$ cat src/rtl/ifu_pkg.sv
// Shared widths, reset vector and encodings for the instruction fetch unit.
package ifu_pkg;
  localparam int          IFU_XLEN     = 64;
  localparam int          IFU_ILEN     = 32;
  localparam logic [63:0] IFU_RESET_PC = 64'h8000_0000;
  localparam logic [31:0] IFU_NOP      = 32'h0000_0013;
endpackage

$ cat src/rtl/ifu_fifo.sv
// Generic synchronous FIFO with flush and occupancy count.
module ifu_fifo #(
  parameter int W     = 8,
  parameter int DEPTH = 2,
  localparam int CW   = $clog2(DEPTH + 1),
  localparam int AW   = (DEPTH > 1) ? $clog2(DEPTH) : 1
) (
  input  logic          clk,
  input  logic          rst,
  input  logic          clr,
  input  logic          push,
  input  logic [W-1:0]  wdata,
  input  logic          pop,
  output logic [W-1:0]  rdata,
  output logic [CW-1:0] count,
  output logic          empty,
  output logic          full
);
  localparam logic [AW-1:0] LAST = AW'(DEPTH - 1);
  localparam logic [CW-1:0] FULL = CW'(DEPTH);

  logic [DEPTH-1:0][W-1:0] mem;
  logic [AW-1:0]           wptr, rptr;
  logic                    do_push, do_pop;

  function automatic logic [AW-1:0] inc(input logic [AW-1:0] p);
    return (p == LAST) ? '0 : AW'(p + AW'(1));
  endfunction

  assign empty   = (count == '0);
  assign full    = (count == FULL);
  assign do_pop  = pop && !empty;
  assign do_push = push && (!full || do_pop);
  assign rdata   = mem[rptr];

  always_ff @(posedge clk or negedge rst) begin
    if (!rst) begin
      mem   <= '0;
      wptr  <= '0;
      rptr  <= '0;
      count <= '0;
    end else if (clr) begin
      wptr  <= '0;
      rptr  <= '0;
      count <= '0;
    end else begin
      if (do_push) begin
        mem[wptr] <= wdata;
        wptr      <= inc(wptr);
      end
      if (do_pop) rptr <= inc(rptr);
      count <= count + CW'(do_push) - CW'(do_pop);
    end
  end

  a_no_overflow: assert property (@(posedge clk) disable iff (!rst) (push && !clr) |-> !full);
endmodule

$ cat src/rtl/ifu_fetch.sv
// Fetch stage: PC, credit-limited request issue, response tagging, redirect flush.
module ifu_fetch
  import ifu_pkg::*;
#(
  parameter int               XLEN     = IFU_XLEN,
  parameter int               ILEN     = IFU_ILEN,
  parameter logic [XLEN-1:0]  RESET_PC = XLEN'(IFU_RESET_PC),
  parameter int               DEPTH    = 2
) (
  input  logic            clk,
  input  logic            rst,
  output logic            req_valid,
  input  logic            req_ready,
  output logic [XLEN-1:0] req_addr,
  input  logic            rsp_valid,
  input  logic [ILEN-1:0] rsp_data,
  input  logic            rsp_err,
  input  logic            redirect_valid,
  input  logic [XLEN-1:0] redirect_pc,
  output logic            out_valid,
  input  logic            out_ready,
  output logic [XLEN-1:0] out_pc,
  output logic [ILEN-1:0] out_inst,
  output logic            out_err
);
  localparam int          CW      = $clog2(DEPTH + 1);
  localparam int          EW      = XLEN + ILEN + 1;
  localparam logic [CW:0] DEPTH_C = (CW+1)'(DEPTH);

  logic [XLEN-1:0] fetch_pc, mis_pc, tag_pc;
  logic [CW-1:0]   inflight, drop, fifo_count, tag_count;
  logic [CW:0]     credit_used;
  logic            misalign_pending, halt, run;
  logic            req_fire, rsp_keep, mis_push, q_push, q_pop, q_empty, q_full;
  logic            tag_empty, tag_full;
  logic [EW-1:0]   q_wdata, q_rdata;

  // run holds off the first request until the cycle after reset release.
  assign credit_used = {1'b0, fifo_count} + {1'b0, inflight};
  assign req_valid   = run && !redirect_valid && !misalign_pending && !halt &&
                       (credit_used < DEPTH_C);
  assign req_addr    = fetch_pc;
  assign req_fire    = req_valid && req_ready;

  assign rsp_keep = rsp_valid && (drop == '0) && !redirect_valid;
  assign mis_push = misalign_pending && (drop == '0) && !redirect_valid;
  assign q_push   = rsp_keep || mis_push;
  assign q_wdata  = mis_push ? {mis_pc, ILEN'(IFU_NOP), 1'b1}
                             : {tag_pc, rsp_data, rsp_err};

  assign out_valid = !q_empty;
  assign q_pop     = out_valid && out_ready && !redirect_valid;
  assign {out_pc, out_inst, out_err} = out_valid ? q_rdata : '0;

  // Tags pop on every response, dropped or kept, so they stay aligned with memory order.
  ifu_fifo #(.W(XLEN), .DEPTH(DEPTH)) u_tagq (
    .clk   (clk),
    .rst   (rst),
    .clr   (1'b0),
    .push  (req_fire),
    .wdata (fetch_pc),
    .pop   (rsp_valid),
    .rdata (tag_pc),
    .count (tag_count),
    .empty (tag_empty),
    .full  (tag_full)
  );

  ifu_fifo #(.W(EW), .DEPTH(DEPTH)) u_instq (
    .clk   (clk),
    .rst   (rst),
    .clr   (redirect_valid),
    .push  (q_push),
    .wdata (q_wdata),
    .pop   (q_pop),
    .rdata (q_rdata),
    .count (fifo_count),
    .empty (q_empty),
    .full  (q_full)
  );

  always_ff @(posedge clk or negedge rst) begin
    if (!rst) begin
      fetch_pc         <= RESET_PC;
      mis_pc           <= '0;
      inflight         <= '0;
      drop             <= '0;
      misalign_pending <= 1'b0;
      halt             <= 1'b0;
      run              <= 1'b0;
    end else begin
      run      <= 1'b1;
      inflight <= inflight + CW'(req_fire) - CW'(rsp_valid);
      if (redirect_valid) begin
        fetch_pc         <= {redirect_pc[XLEN-1:2], 2'b00};
        mis_pc           <= redirect_pc;
        drop             <= inflight - CW'(rsp_valid);
        misalign_pending <= (redirect_pc[1:0] != 2'b00);
        halt             <= 1'b0;
      end else begin
        if (req_fire) fetch_pc <= fetch_pc + XLEN'(4);
        if (rsp_valid && (drop != '0)) drop <= drop - CW'(1);
        // The fault entry is emitted once; fetch then waits for the core to redirect.
        if (mis_push) begin
          misalign_pending <= 1'b0;
          halt             <= 1'b1;
        end
      end
    end
  end

  a_tag_sync:  assert property (@(posedge clk) disable iff (!rst) tag_count == inflight);
  a_rsp_owed:  assert property (@(posedge clk) disable iff (!rst) rsp_valid |-> !tag_empty);
  a_tag_room:  assert property (@(posedge clk) disable iff (!rst) req_fire |-> !tag_full);
  a_q_room:    assert property (@(posedge clk) disable iff (!rst) (q_push && !q_pop) |-> !q_full);
endmodule
$ cat config.mk
export PLATFORM = sky130hd
export DESIGN_NAME = ifu_fetch
export DESIGN_NICKNAME = d
export VERILOG_FILES = /design/src/rtl/ifu_pkg.sv /design/src/rtl/ifu_fifo.sv /design/src/rtl/ifu_fetch.sv
export SDC_FILE = /design/constraint.sdc
export NUM_CORES = 1
export LEC_CHECK = 0
export CAP_MARGIN = 20
export CORE_ASPECT_RATIO = 0.9
export CORE_MARGIN = 2
export CORE_UTILIZATION = 55
export DETAILED_ROUTE_END_ITERATION = 10
export PLACE_DENSITY = 0.84
export SYNTH_ARGS = -nofsm -noshare
export SYNTH_HDL_FRONTEND = slang
export SYNTH_SLANG_ARGS = --single-unit
$ cat constraint.sdc
create_clock -name clk -period 9.1 [get_ports clk]
set_input_delay 0.91 -clock clk [delete_from_list [all_inputs] [get_ports clk]]
set_output_delay 0.91 -clock clk [all_outputs]
set_load 0.05 [all_outputs]
==> impl_metrics.json, run 1 <==
{
  "status": "finished clean",
  "finalSetupTns_ps": 0,
  "dp_worst_setup_slack_ps": 4829,
  "rr_startpoint": "u_instq.count[0]",
  "worst_slew_pin_slew_ps": 1072,
  "cts_tree": "done",
  "final_area_mm2": 0.02600,
  "cts_setup_buffers": 0,
  "rows": 68,
  "drive_gt1_share_pct": 11.63,
  "ys_ff_latch": 459,
  "yosysMostFrequentCell": "dfrtp_1",
  "synth_top_area_share_pct": 53.31,
  "grt_use_met3_pct": 5.952,
  "clk_pin_slew_ps": 60,
  "clk-insertion-delay-late_ps": 550,
  "cts_hold_buf": 0,
  "period_minus_slack_ps": 4494,
  "die_area_mm2": 0.04069,
  "syn_inst": 2135,
  "cts_buffers": 47,
  "timing.fmax_mhz": 222.5,
  "cts.sinks": 459,
  "antenna_found_initial": 1,
  "p_per_area_mw_per_mm2": 302.4,
  "synth_common_cells": "458 x dfrtp_1, 318 x nand2_1, 279 x o21ai_0, 199 x nor2_1, 171 x mux2i_1",
  "final_cells": 2881,
  "min_period_over_period_pct": 49.39,
  "slew_headroom_pct": 28.51,
  "ioPinCount": 266,
  "synth.top_cells.by_area": "dfrtp_1 53%, mux2i_1 8.0%, mux2_2 7.6%, o21ai_0 6.5%, nand2_1 5.6%",
  "wl_mm": 57.30,
  "met2_usage_pct": 45.20,
  "coreArea_mm2": 0.03846,
  "critPathCaptureType": "primary output",
  "drtPass1Iterations": 7,
  "worst_slack_ps": 4606,
  "synth_area_leader_cell": "dfrtp_1",
  "utilization_pct": 67.60,
  "vias_per_cell": 5.883,
  "ys_async_sr_fraction_pct": 100.0,
  "vdd_drop_max_mv": 0.1766,
  "drt_iter0_markers": 1431,
  "clockBufferDepth": 3,
  "grt-busiest-layer": "met2",
  "finalSetupViolations": 0,
  "route.vias.total": 16949,
  "cp.arrival_ps": 3580,
  "ctsResizeCount": 0,
  "grt_max_degree": 110,
  "cts_max_level": 2,
  "p_total_mw": 7.861,
  "grt_pass1_vias": 16813,
  "grt_setup_unrepaired": "no",
  "io_buffers": 263,
  "track_usage_pct": 28.20,
  "power_leakage_nw": 11.54,
  "antenna_cells": 0,
  "required_ps": 8190,
  "cts_root_buf": "clkbuf_16",
  "postSynthAreaPerCell_um2": 10.07,
  "initial_core_util_pct": 55.91,
  "ys_seq_area_share_pct": 53.43,
  "placed_cells": 2797,
  "grt_pass1_wl_mm": 90.36,
  "area_growth_pct": 20.91,
  "yosys_warnings": 0,
  "dpl_cell_area_mm2": 0.02439,
  "drc": 0,
  "synth_ff_type": "dfrtp_1",
  "path_class": "flip-flop to primary output",
  "synth_area_mm2": 0.02150,
  "timing.hold.ws_ps": 404.2,
  "cp_max_fo": 14,
  "synth_cell_types": 66,
  "skew_ps": 13.02,
  "crit_path_start": "u_instq.count[0]",
  "routedWlPerCell_um": 19.89,
  "gr-usage-met1_pct": 38.49,
  "die_w_um": 212.4,
  "ant_nets": 0,
  "nets": 2438,
  "drv_cap": 0,
  "die_h_um": 191.6,
  "hold_viol_final": 0,
  "grt_overflow": 0,
  "dp_hpwl_mm": 37.56,
  "hold_class": "input port to asynchronous set/reset pin",
  "gp_congestion": 0.8418,
  "slew_violations": 0,
  "critPathLaunchType": "flip-flop",
  "synth-edff-count": 0
}
-- path summary, 6_finish.rpt --
kind | to | slack [ps] | cells past startpoint
worst max-delay path | req_valid | 4610 | 6
worst min-delay path | u_instq.mem[23] | 400 | 1
worst max register to register | inflight[1] | 4650 | 11
worst min register to register | u_instq.mem[193] | 480 | 2
max in group asynchronous | u_tagq.mem[48] | 6800 | 4
min in group clk | u_instq.mem[193] | 480 | 2
-- kinds of logic after synthesis --
logic type      Yosys count  share of synthesized area [%]
xor+xnor                 29                          1.181
buf+inv                 216                          4.074
simple gates            689                          14.53
compound gates          413                          10.51
other cells               2                        0.03493
mux                     317                          15.62
fa+ha+maj                10                         0.6169
flops                   459                          53.43
-- routing by layer --
metal	part of all wire [%]	vias up
li1	-	7737
met1	43	8425
met5	0.021	-
met4	3.0	2
met2	47	660
met3	7.7	125
-- area by class of cell --
type,count,area (um2)
fillers,2928,12460
flip-flops and latches,459,11490
multi-input cells,1461,9181
repair buffers,286,2888
clock buffers,70,1435
well taps,525,656.9
inverters,70,262.8
clock inverters,10,78.83
-- registers in the layout, indices dropped and copies added, names as in the netlist --
register,flops
u_instq.rptr,1
drop,2
run,1
u_tagq.count,2
u_tagq.mem,124
u_instq.count,2
u_instq.mem,194
u_tagq.rptr,1
u_instq.wptr,1
inflight,2
req_addr,62
u_tagq.wptr,1
halt,1
mis_pc,64
misalign_pending,1
-- report_power, final --
part | total (mW) | switching [mW] | internal [mW] | leakage (nW)
combinational | 2.75 | 1.70 | 1.05 | 4.85
sequential | 3.22 | 0.487 | 2.73 | 5.93
clock | 1.89 | 0.782 | 1.11 | 0.756
total | 7.86 | 2.97 | 4.89 | 11.5
-- cell usage in the layout, fill, tap and decap left out, types with 14 or more instances in the layout --
cell               n
nand4_1           33
buf_4             20
nand3_1           38
inv_1             68
mux2i_1          171
mux2_2           145
o21ai_0          279
clkdlybuf4s50_1  261
nor2_1           198
dfrtp_1          456
nor4_1            21
nand2_1          316
xor2_1            17
o211ai_1          14
a21oi_1           73
clkbuf_16         49
and3_1            19
-- critical path, cell delays in order (launching register included) --
cell	delay [ps]
dfrtp_1	410
inv_1	110
nor2_1	150
fa_1	500
nor4_4	690
and2_1	330
clkdlybuf4s50_1	840
No activity file was read; power rests on OpenSTA's default activity.
==> inputs of run 2 (changes only) <==
CORE_UTILIZATION = 51   (was 55)
PLACE_DENSITY = 0.82   (was 0.84)
clock period = 3.8 ns   (was 9.1 ns; I/O delays follow)
==> run 2 against run 1 <==
Combinational power is 140% higher. Global-route usage is 1.1 points lower. Critical path depth is the same. Sequential power is 140% higher. Largest power group unchanged. Highest routed layer is now met4.
==> impl_metrics.json, run 2 (synthesis gave the netlist of run 1 again) <==
{
  "hold_viol_final": 0,
  "grt_pass1_vias": 17181,
  "r2r_cells": 8,
  "critPathLaunchType": "flip-flop",
  "drt_iter0_markers": 1457,
  "drtPass1Iterations": 5,
  "vdd_drop_max_mv": 0.4901,
  "cts_max_level": 2,
  "critPathCaptureType": "primary output",
  "worst_slew_pin_slew_ps": 1151,
  "path_class": "flip-flop to primary output",
  "route.vias.total": 17049,
  "min_from": "redirect_valid",
  "cts_tree": "done",
  "coreArea_mm2": 0.04166,
  "gp_congestion": 0.8675,
  "grt_pass1_wl_mm": 93.18,
  "drv_cap": 0,
  "ant_nets": 0,
  "io_buffers": 263,
  "ioPinCount": 266,
  "timing.hold.ws_ps": 238.0,
  "cts.sinks": 459,
  "rr_startpoint": "u_instq.count[0]",
  "vias_per_cell": 5.831,
  "switching_share_pct": 37.19,
  "top_regs": "u_instq.mem x194, u_tagq.mem x124, mis_pc x64",
  "timing.fmax_mhz": 271.8,
  "initial_core_util_pct": 51.61,
  "die_h_um": 198.8,
  "final_cell_mix": "456 x dfrtp_1, 316 x nand2_1, 279 x o21ai_0, 261 x clkdlybuf4s50_1, 198 x nor2_1",
  "skew_ps": 16.54,
  "die_area_mm2": 0.04382,
  "status": "finished clean",
  "track_usage_pct": 27.12,
  "clock_power_share_pct": 25.9,
  "reg2reg_slack_ps": 460,
  "clk_pin_slew_ps": 60,
  "die_w_um": 220.4,
  "p_int_mw": 12.24,
  "p_seq_share_pct": 39.9,
  "whs_endpoint": "halt",
  "ctsResizeCount": 0,
  "utilization_pct": 63.37,
  "power_leakage_nw": 11.72,
  "antenna_cells": 0,
  "period_minus_slack_ps": 3679,
  "slew_headroom_pct": 23.24,
  "slew_violations": 0,
  "nets": 2455,
  "layout_commonest_cell": "dfrtp_1",
  "grt_setup_unrepaired": "no",
  "rows": 71,
  "p_per_area_mw_per_mm2": 737.8,
  "clockBufferDepth": 3,
  "routedWlPerCell_um": 20.16,
  "cp_max_fo": 8,
  "grt_overflow": 0,
  "clk-insertion-delay-late_ps": 570,
  "area_growth_pct": 22.79,
  "finalSetupTns_ps": 0,
  "hold_class": "input port to flip-flop",
  "min_period_over_period_pct": 96.83,
  "cp.arrival_ps": 3300,
  "combPwrFrac_pct": 34.2,
  "largest-register": "u_instq.mem",
  "power.switching_mw": 7.243,
  "wl_mm": 58.94,
  "cts_buffers": 48,
  "largest_register_ffs": 194,
  "finalSetupViolations": 0,
  "grt_max_degree": 119,
  "antenna_found_initial": 0,
  "min_path_cells": 2,
  "timing.rr.end": "u_tagq.mem[12]",
  "cts_root_buf": "clkbuf_16",
  "required_ps": 3420,
  "drive_gt1_share_pct": 12.58,
  "dp_hpwl_mm": 39.33,
  "drc": 0
}
## run 2: area by class of cell
class,count,area (um2)
fillers,3272,15260
clock buffers,65,1416
multi-input cells,1461,9181
well taps,547,684.4
repair buffers,302,3068
flip-flops and latches,459,11490
clock inverters,20,292.8
inverters,70,262.8
## run 2: per-layer routing
metal	up-vias	share of wire [%]	global-route usage (%)	wire length (um)
li1	7761	-	-	-
met1	8465	42	36.45	24510
met2	708	48	44.28	28090
met3	115	8.2	5.382	4816
met4	0	2.6	8.824	1527
met5	-	0	0	0
## run 2: power by group through the flow
stage                     clock network [mW]  registers, mW  logic, mW
after floorplan                            0           7.56       4.61
after global placement                     0           7.68       6.42
after detailed placement                   0           7.82       6.66
after CTS                               5.12           7.75       6.71
after global routing                    5.32           7.97       7.29
final                                   5.04           7.77       6.67
## run 2: critical path, cell delays in order, from the launching register on
cell and delay, ps:
dfrtp_1 410, inv_1 90, nor2_1 130, fa_1 490, nor4_4 500, and2_1 280
clkdlybuf4s50_1 830
## run 2: worst max-delay path by stage
stage                          start        endpoint  slack, ps
floorplan           u_instq.count[0]     inflight[1]        890
global placement    u_instq.count[0]  u_tagq.mem[21]        650
detailed placement  u_instq.count[0]  u_tagq.mem[61]        500
CTS                 u_instq.count[0]       req_valid         90
global route        u_instq.count[0]       req_valid         10
finish              u_instq.count[0]       req_valid        120
## run 2: metrics by stage
step	instance area (um2)	worst slack, ps	std cells	total power, mW
finish	26400	120.6	2924	19.48
global route	26400	13.49	2924	20.57
CTS	26400	89.07	2924	19.58
detailed placement	24680	500.7	2838	14.48
global placement	24680	654.2	2838	14.10
floorplan	21500	893.4	2136	12.17
## run 2: repair_timing
action | 4_1_cts | 5_1_grt
hold buffers | 1 | 0
endpoints found under the hold margin | 107 | 0
setup buffers | 0 | 0
==> inputs of run 3 (changes only) <==
CORE_MARGIN = default   (was 2)
==> run 3 against run 2 <==
Via count down 0.62%. Register-to-register slack better by 190 ps. Wire length down 1.7%. Cell count down 0.38%. Largest cell class unchanged. Highest routed layer unchanged.
==> impl_metrics.json, run 3 (synthesis gave the netlist of run 1 again) <==
{
  "dp_hpwl_mm": 38.66,
  "drive_gt1_share_pct": 12.14,
  "finalSetupTns_ps": 0,
  "combPwrFrac_pct": 34.8,
  "layout_commonest_cell": "dfrtp_1",
  "p_int_mw": 12.03,
  "gp_congestion": 0.9024,
  "clk-insertion-delay-late_ps": 570,
  "route.vias.total": 16943,
  "worst_slew_pin_slew_ps": 988.0,
  "nets": 2450,
  "die_area_mm2": 0.04298,
  "p_seq_share_pct": 40.1,
  "path_class": "flip-flop to primary output",
  "power_leakage_nw": 11.68,
  "cts_hold_buf": 1,
  "cp.arrival_ps": 3240,
  "area_growth_pct": 22.35,
  "cp_max_fo": 14,
  "grt_pass1_wl_mm": 92.29,
  "cp_num_buf_inv": 3,
  "fill_cells": 3175,
  "ioPinCount": 266,
  "cts_root_buf": "clkbuf_16",
  "die_w_um": 218.4,
  "min_period_over_period_pct": 95.28,
  "crit_family": "buffers and inverters",
  "r2r_cells": 9,
  "coreArea_mm2": 0.04108,
  "largest_register_ffs": 194,
  "slew_violations": 0,
  "power.switching_mw": 7.171,
  "io_buffers": 263,
  "die_h_um": 196.8,
  "required_ps": 3420,
  "clockBufferDepth": 3,
  "drt_iter0_markers": 1405,
  "clk_pin_slew_ps": 60,
  "grt_overflow": 0,
  "max_stage_delay_ps": 830,
  "p_per_area_mw_per_mm2": 729.9,
  "initial_core_util_pct": 52.34,
  "ant_nets": 0,
  "vias_per_cell": 5.816,
  "cts_tree": "done",
  "switching_share_pct": 37.35,
  "routedWlPerCell_um": 19.89,
  "cts_max_level": 2,
  "vdd_drop_max_mv": 0.4144,
  "min_path_cells": 2,
  "finalSetupViolations": 0,
  "hold_viol_final": 0,
  "timing.fmax_mhz": 276.2,
  "grt_setup_unrepaired": "no",
  "hold_class": "input port to flip-flop",
  "skew_ps": 23.18,
  "ctsResizeCount": 0,
  "track_usage_pct": 27.21,
  "critPathLaunchType": "flip-flop",
  "critPathCaptureType": "primary output",
  "rows": 70,
  "status": "finished clean",
  "drv_cap": 0,
  "wl_mm": 57.94,
  "grt_max_degree": 181,
  "drtPass1Iterations": 6,
  "antenna_found_initial": 1,
  "path_depth": 7,
  "path_cells": "inv_1 -> nor2_1 -> fa_1 -> nor4_4 -> buf_4 -> and2_1 -> clkdlybuf4s50_1",
  "slew_headroom_pct": 33.89,
  "largest-register": "u_instq.mem",
  "cts_setup_buffers": 0,
  "cts.sinks": 459,
  "clock_power_share_pct": 25.1,
  "cts_buffers": 48,
  "drc": 0,
  "top_regs": "u_instq.mem x194, u_tagq.mem x124, mis_pc x64",
  "final_cell_mix": "456 x dfrtp_1, 316 x nand2_1, 279 x o21ai_0, 261 x clkdlybuf4s50_1, 198 x nor2_1",
  "p_total_mw": 19.20,
  "period_minus_slack_ps": 3621,
  "grt_pass1_vias": 16802,
  "slowest_stage": "clkdlybuf4s50_1"
}
-- run 3: power groups by stage --
stage | combinational (mW) | clock (mW) | sequential [mW]
2_1_floorplan | 4.61 | 0 | 7.56
3_3_place_gp | 6.46 | 0 | 7.61
3_5_place_dp | 6.69 | 0 | 7.75
4_1_cts | 6.74 | 4.89 | 7.67
5_1_grt | 7.29 | 5.09 | 7.89
6_report | 6.68 | 4.82 | 7.70
-- run 3: layer usage --
layer  GRT usage [%]  wire length (um)
met2           43.18             26970
met1           37.97             25160
met3           5.278              4361
met4           7.900              1439
met5               0                 0
-- run 3: stage by stage --
step	hold slack [ps]	utilization (%)	instance area [um2]	setup WS (ps)	cells
after detailed placement	469.7	60.03	24660	719.7	2826
final	350.2	64.04	26310	179.3	2913
after global routing	369.7	64.04	26310	20.21	2913
after global placement	460.9	60.03	24660	797.1	2826
after floorplan	84.41	-	21500	893.4	2136
after CTS	322.1	64.04	26300	171.5	2912
-- run 3: final cells by class --
cell class / instances / area [um2] / share of cell area [%]
flip-flops and latches: 459 / 11490 / 43.70
diodes: 1 / 2.502 / 0.009512
well taps: 540 / 675.6 / 2.568
multi-input cells: 1461 / 9181 / 34.90
repair buffers: 297 / 3055 / 11.61
inverters: 70 / 262.8 / 0.9988
clock buffers: 71 / 1450 / 5.512
clock inverters: 14 / 183.9 / 0.6992
-- run 3: worst reg2reg max path: cells and delay by family, from the launching register on --
family                     cells  cell delay [ps]
buffers and inverters          3              800
DFF                            1              410
adders and majority gates      1              480
muxes                          1              460
and+or+nand+nor                4              890
-- run 3: path summary, 6_finish.rpt --
check                                       from                to  slack (ps)
min in group asynchronous                    rst   u_instq.mem[27]         480
worst max register to register  u_instq.count[0]    u_tagq.mem[28]         650
worst min-delay path              redirect_valid      u_instq.rptr         350
worst min register to register  u_instq.mem[189]  u_instq.mem[189]         480
worst max-delay path            u_instq.count[0]         req_valid         180
max in group asynchronous                    rst       u_tagq.rptr        2340
